[src/rtl/delay_line_pkg.sv]
// Shared constants for the delay-line probe: FSM state codes
// and default marker/timeout values.
package delay_line_pkg;

  localparam logic [2:0] IDLE  = 3'd0;
  localparam logic [2:0] FLUSH = 3'd1;
  localparam logic [2:0] SEND  = 3'd2;
  localparam logic [2:0] WAIT  = 3'd3;
  localparam logic [2:0] DONE  = 3'd4;

  localparam logic [7:0] DEF_PATTERN  = 8'hA5;
  localparam int         DEF_MAX_WAIT = 255;

endpackage

[src/rtl/delay_line_probe.sv]
// Delay-line latency probe: flushes the line, launches one marker
// word, counts cycles until it returns at echo_in, or times out.
//
// Ports:
//   clock     rising-edge clock
//   reset     synchronous active-high reset
//   start     request a measurement (sampled in IDLE only)
//   echo_in   output of the delay line under test
//   probe_out registered drive into the delay line
//   busy      measurement in progress
//   done      one-cycle result-valid pulse
//   latency   measured cycles, held until next accepted start
//   timeout   no echo seen within MAX_WAIT, held like latency
module delay_line_probe
  import delay_line_pkg::*;
#(
  parameter int               WIDTH    = 8,
  parameter logic [WIDTH-1:0] PATTERN  = WIDTH'(DEF_PATTERN),
  parameter int               MAX_WAIT = DEF_MAX_WAIT,
  parameter int               CNT_W    = 8
) (
  input  logic             clock,
  input  logic             reset,
  input  logic             start,
  input  logic [WIDTH-1:0] echo_in,
  output logic [WIDTH-1:0] probe_out,
  output logic             busy,
  output logic             done,
  output logic [CNT_W-1:0] latency,
  output logic             timeout
);

  localparam logic [CNT_W-1:0] CNT_MAX = CNT_W'(MAX_WAIT);
  localparam logic [CNT_W-1:0] FL_LAST = CNT_W'(MAX_WAIT - 1);

  logic [2:0]       state_q;
  logic [2:0]       state_d;
  logic [CNT_W-1:0] cnt_q;
  logic [CNT_W-1:0] cnt_d;
  logic [CNT_W-1:0] lat_d;
  logic             to_d;
  logic             hit;

  assign hit = (echo_in == PATTERN);

  // FLUSH and WAIT share cnt_q; a match in the same
  // cycle as counter==MAX_WAIT is reported as a hit.
  always_comb begin
    state_d = state_q;
    cnt_d   = cnt_q;
    lat_d   = latency;
    to_d    = timeout;
    unique case (state_q)
      IDLE: begin
        if (start) begin
          state_d = FLUSH;
          cnt_d   = '0;
          lat_d   = '0;
          to_d    = 1'b0;
        end
      end
      FLUSH: begin
        if (cnt_q == FL_LAST) begin
          state_d = SEND;
          cnt_d   = '0;
        end else begin
          cnt_d = cnt_q + 1'b1;
        end
      end
      SEND: begin
        if (hit) begin
          state_d = DONE;
          lat_d   = '0;
          to_d    = 1'b0;
        end else begin
          state_d = WAIT;
          cnt_d   = CNT_W'(1);
        end
      end
      WAIT: begin
        if (hit) begin
          state_d = DONE;
          lat_d   = cnt_q;
          to_d    = 1'b0;
        end else if (cnt_q == CNT_MAX) begin
          state_d = DONE;
          lat_d   = CNT_MAX;
          to_d    = 1'b1;
        end else begin
          cnt_d = cnt_q + 1'b1;
        end
      end
      DONE: begin
        state_d = IDLE;
      end
      default: begin
        state_d = IDLE;
      end
    endcase
  end

  // Outputs are registered from the next state so they line
  // up with the state they describe.
  always_ff @(posedge clock) begin
    if (reset) begin
      state_q   <= IDLE;
      cnt_q     <= '0;
      probe_out <= '0;
      busy      <= 1'b0;
      done      <= 1'b0;
      latency   <= '0;
      timeout   <= 1'b0;
    end else begin
      state_q   <= state_d;
      cnt_q     <= cnt_d;
      probe_out <= (state_d == SEND) ? PATTERN : '0;
      busy      <= (state_d == FLUSH) ||
                   (state_d == SEND)  ||
                   (state_d == WAIT);
      done      <= (state_d == DONE);
      latency   <= lat_d;
      timeout   <= to_d;
    end
  end

endmodule

[config.mk]
export PLATFORM = sky130hd
export DESIGN_NAME = delay_line_probe
export DESIGN_NICKNAME = d
export VERILOG_FILES = /design/src/rtl/delay_line_pkg.sv /design/src/rtl/delay_line_probe.sv
export SDC_FILE = /design/constraint.sdc
export NUM_CORES = 1
export LEC_CHECK = 0
export ABC_CLOCK_PERIOD_IN_PS = 3400
export CAP_MARGIN = 10
export CORE_AREA = 2 2 67 69
export CTS_BUF_LIST = sky130_fd_sc_hd__clkbuf_8
export DETAILED_ROUTE_END_ITERATION = 10
export DIE_AREA = 0 0 69 71
export SETUP_SLACK_MARGIN = 0.05
export SYNTH_ARGS = -nofsm -noshare
export SYNTH_HDL_FRONTEND = slang
export SYNTH_SLANG_ARGS = --single-unit
export TNS_END_PERCENT = 20
[constraint.sdc]
create_clock -name clock -period 3.4 [get_ports clock]
set_clock_uncertainty 0.1 [all_clocks]
set_input_delay 0.68 -clock clock [delete_from_list [all_inputs] [get_ports clock]]
set_output_delay 0.68 -clock clock [all_outputs]
set_load 0.05 [all_outputs]
==> qor.csv <==
metric,value,unit
status,completed,
cp_max_fo,8,
rsz0062_at_grt,false,
dr.first_iter.drc_count,34,
critPathKind,primary input to register,
path_buf_inv,1,
rr_startpoint,cnt_q[0],
ys.warnings.count,0,
grt_pass1_wl,4540,microns
grt.overflow.total,0,
ant_nets,0,
synth-edff-count,0,
cts_inserted_buffers,3,
cpMaxStageDelayCell,clkdlybuf4s50_1,
synth_cells,143,
fmax,418,MHz
min_path_type,register to register,
start_util,0.292,
synth_most_common_cell,dfxtp_1,
finalCriticalPeriod,2.39,ns
chipHeight,71,microns
post-route-period-util,0.704,
num_io_pins,30,
crit_start,echo_in[2],
synth-seq-cells,23,
setup_tns,0,ns
whs,0.356,ns
synthTopCellsByArea,"dfxtp_1 38%, mux2i_1 6.5%, o31ai_1 6.1%",
die_w,69,microns
finalPower,0.000497,W
areaGrowthSynthToFinish,23.8,%
cts_setup_buffers,0,
worstMarginPinSlew,0.506,ns
hold_viol,0,
io_buffer_count,25,
worst-endpoint-arrival,2.48,ns
yosys.area.top_type,dfxtp_1,
drive_gt1_frac,0.0559,
crit_chain,"clkdlybuf4s50_1, nor4bb_1, and2_1, o21ai_4, a21oi_4, mux2i_1",
synth_ff_type,dfxtp_1,
synth_mux_area_frac,0.0652,
num_vias,1083,
antenna_found_initial,0,
diodes,0,
synthArstFlopShare,0,
grt.total_usage,0.112,
critPathMaxStageDelay,0.45,ns
drc,0,
ctsHoldBuffers,0,
synth_compound_area_frac,0.201,
nets,175,
relSlewSlack,0.662,
critPathCaptureType,register,
synth_top_area_share,0.375,
irDropWorstVdd,0.136,mV
routabilityCongestion,0.878,
cp_top_family,simple AND/OR/NAND/NOR gates,
finalMaxSlewViolations,0,
synth_top_family_by_area,simple AND/OR/NAND/NOR gates,
ctsResizeCount,0,
power_leakage,0.576,nW
grt_pass1_vias,987,
fillers,445,
insertion_delay,0.26,ns
instances_no_fill,213,
maxCapViolCount,0,
htree_levels,1,
clockBufferDepth,2,
cts-root-buf,clkbuf_8,
final-setup-viol-count,0,
avgViaCountPerCell,5.08,
die-area,0.00490,sq mm
dpl.hpwl,2070,microns
clk_pin_slew_worst_paths,0.08,ns
syn_area,0.00123,sq mm
rows,24,
critPathRequiredTime,3.49,ns
pwr_density_cell,327,mW/mm^2
syn_avg_cell_area,8.58,sq um
synth_simple_gate_area_share,0.255,
wl_per_cell,12.8,microns
wl,2720,microns
synth_cell_types,37,
clock-sinks,23,
synth-adder-area-share,0.0204,
cts_tree,done,
startpoint_type,primary input,
hp-start,latency[0],
synth-xor-area-share,0,
dp.cells,209,
yosysSeqAreaShare,0.375,
dr.pass1.iters,4,
grt_max_degree,13,
synth_commonest_cells,"23 x dfxtp_1, 13 x nand2_1, 12 x o21ai_0",
core_area,0.00420,sq mm
[per-stage QoR]
stage               area, sq um  worst slack [ns]   util
detailed placement         1470             0.709  0.351
CTS                        1520             0.984  0.361
finish                     1520              1.01  0.361
global placement           1470             0.794  0.351
global route               1520             0.844  0.361
floorplan                  1240              1.37      -
[cell type report]
| type | count | area, sq um | area share |
|---|---|---|---|
| Inverter | 3 | 11.3 | 0.00741 |
| Clock buffer | 3 | 41.3 | 0.0272 |
| Tap cell | 52 | 65.1 | 0.0428 |
| Timing Repair Buffer | 26 | 258 | 0.170 |
| Sequential cell | 23 | 460 | 0.303 |
| Clock inverter | 1 | 3.75 | 0.00247 |
| Multi-Input combinational cell | 105 | 679 | 0.447 |
[report_power, final]
part | total [W] | switching [W] | internal (W) | leakage, nW
logic | 0.0000564 | 0.0000340 | 0.0000224 | 0.363
clock network | 0.000165 | 0.0000842 | 0.0000806 | 0.0269
registers | 0.000276 | 0.00000415 | 0.000272 | 0.186
[kinds of logic after synthesis]
logic type      Yosys count
mux                       8
compound gates           36
other cells               1
buf+inv                  18
simple gates             55
fa+ha+maj                 2
flops                    23
[sequential cells by signal, indices dropped and copies added (netlist names)]
signal,cells
probe_out,1
timeout,1
done,1
state_q,3
cnt_q,8
busy,1
latency,8
[layer usage]
| layer | track usage | wire (microns) | share of wire | vias up |
|---|---|---|---|---|
| met2 | 0.193 | 1280 | 0.47 | 36 |
| met1 | 0.142 | 1280 | 0.47 | 499 |
| li1 | - | - | - | 546 |
| met3 | 0.0228 | 141 | 0.052 | 2 |
| met4 | 0.0305 | 21 | 0.0077 | 0 |
| met5 | 0 | 0 | 0 | - |
[placed cells by master (no fill, tap or decap), types with 2 or more instances in the layout]
cell type	instances
a21oi_1	5
and3_1	3
clkbuf_8	3
clkdlybuf4s50_1	25
conb_1	4
dfxtp_1	23
ha_1	2
inv_1	4
mux2i_1	8
nand2_1	13
nand2b_1	2
nand3_1	5
nand4_1	3
nor2_1	9
nor2b_1	4
nor3_1	7
nor4bb_1	2
o21ai_0	12
o31ai_1	10
[worst min-delay path, delay by kind of cell, from the launching register on]
kind | cells | cell delay (ns)
AND/OR/NAND/NOR | 1 | 0.05
multiplexers | 1 | 0.05
flip-flops | 1 | 0.31
[worst paths after layout]
check	to	slack (ns)	cells past startpoint
max	latency[3]	1.01	6
min	latency[0]	0.36	2
min reg2reg	latency[0]	0.36	2
max reg2reg	latency[3]	1.29	6
Power figures use the tool's default switching activity.
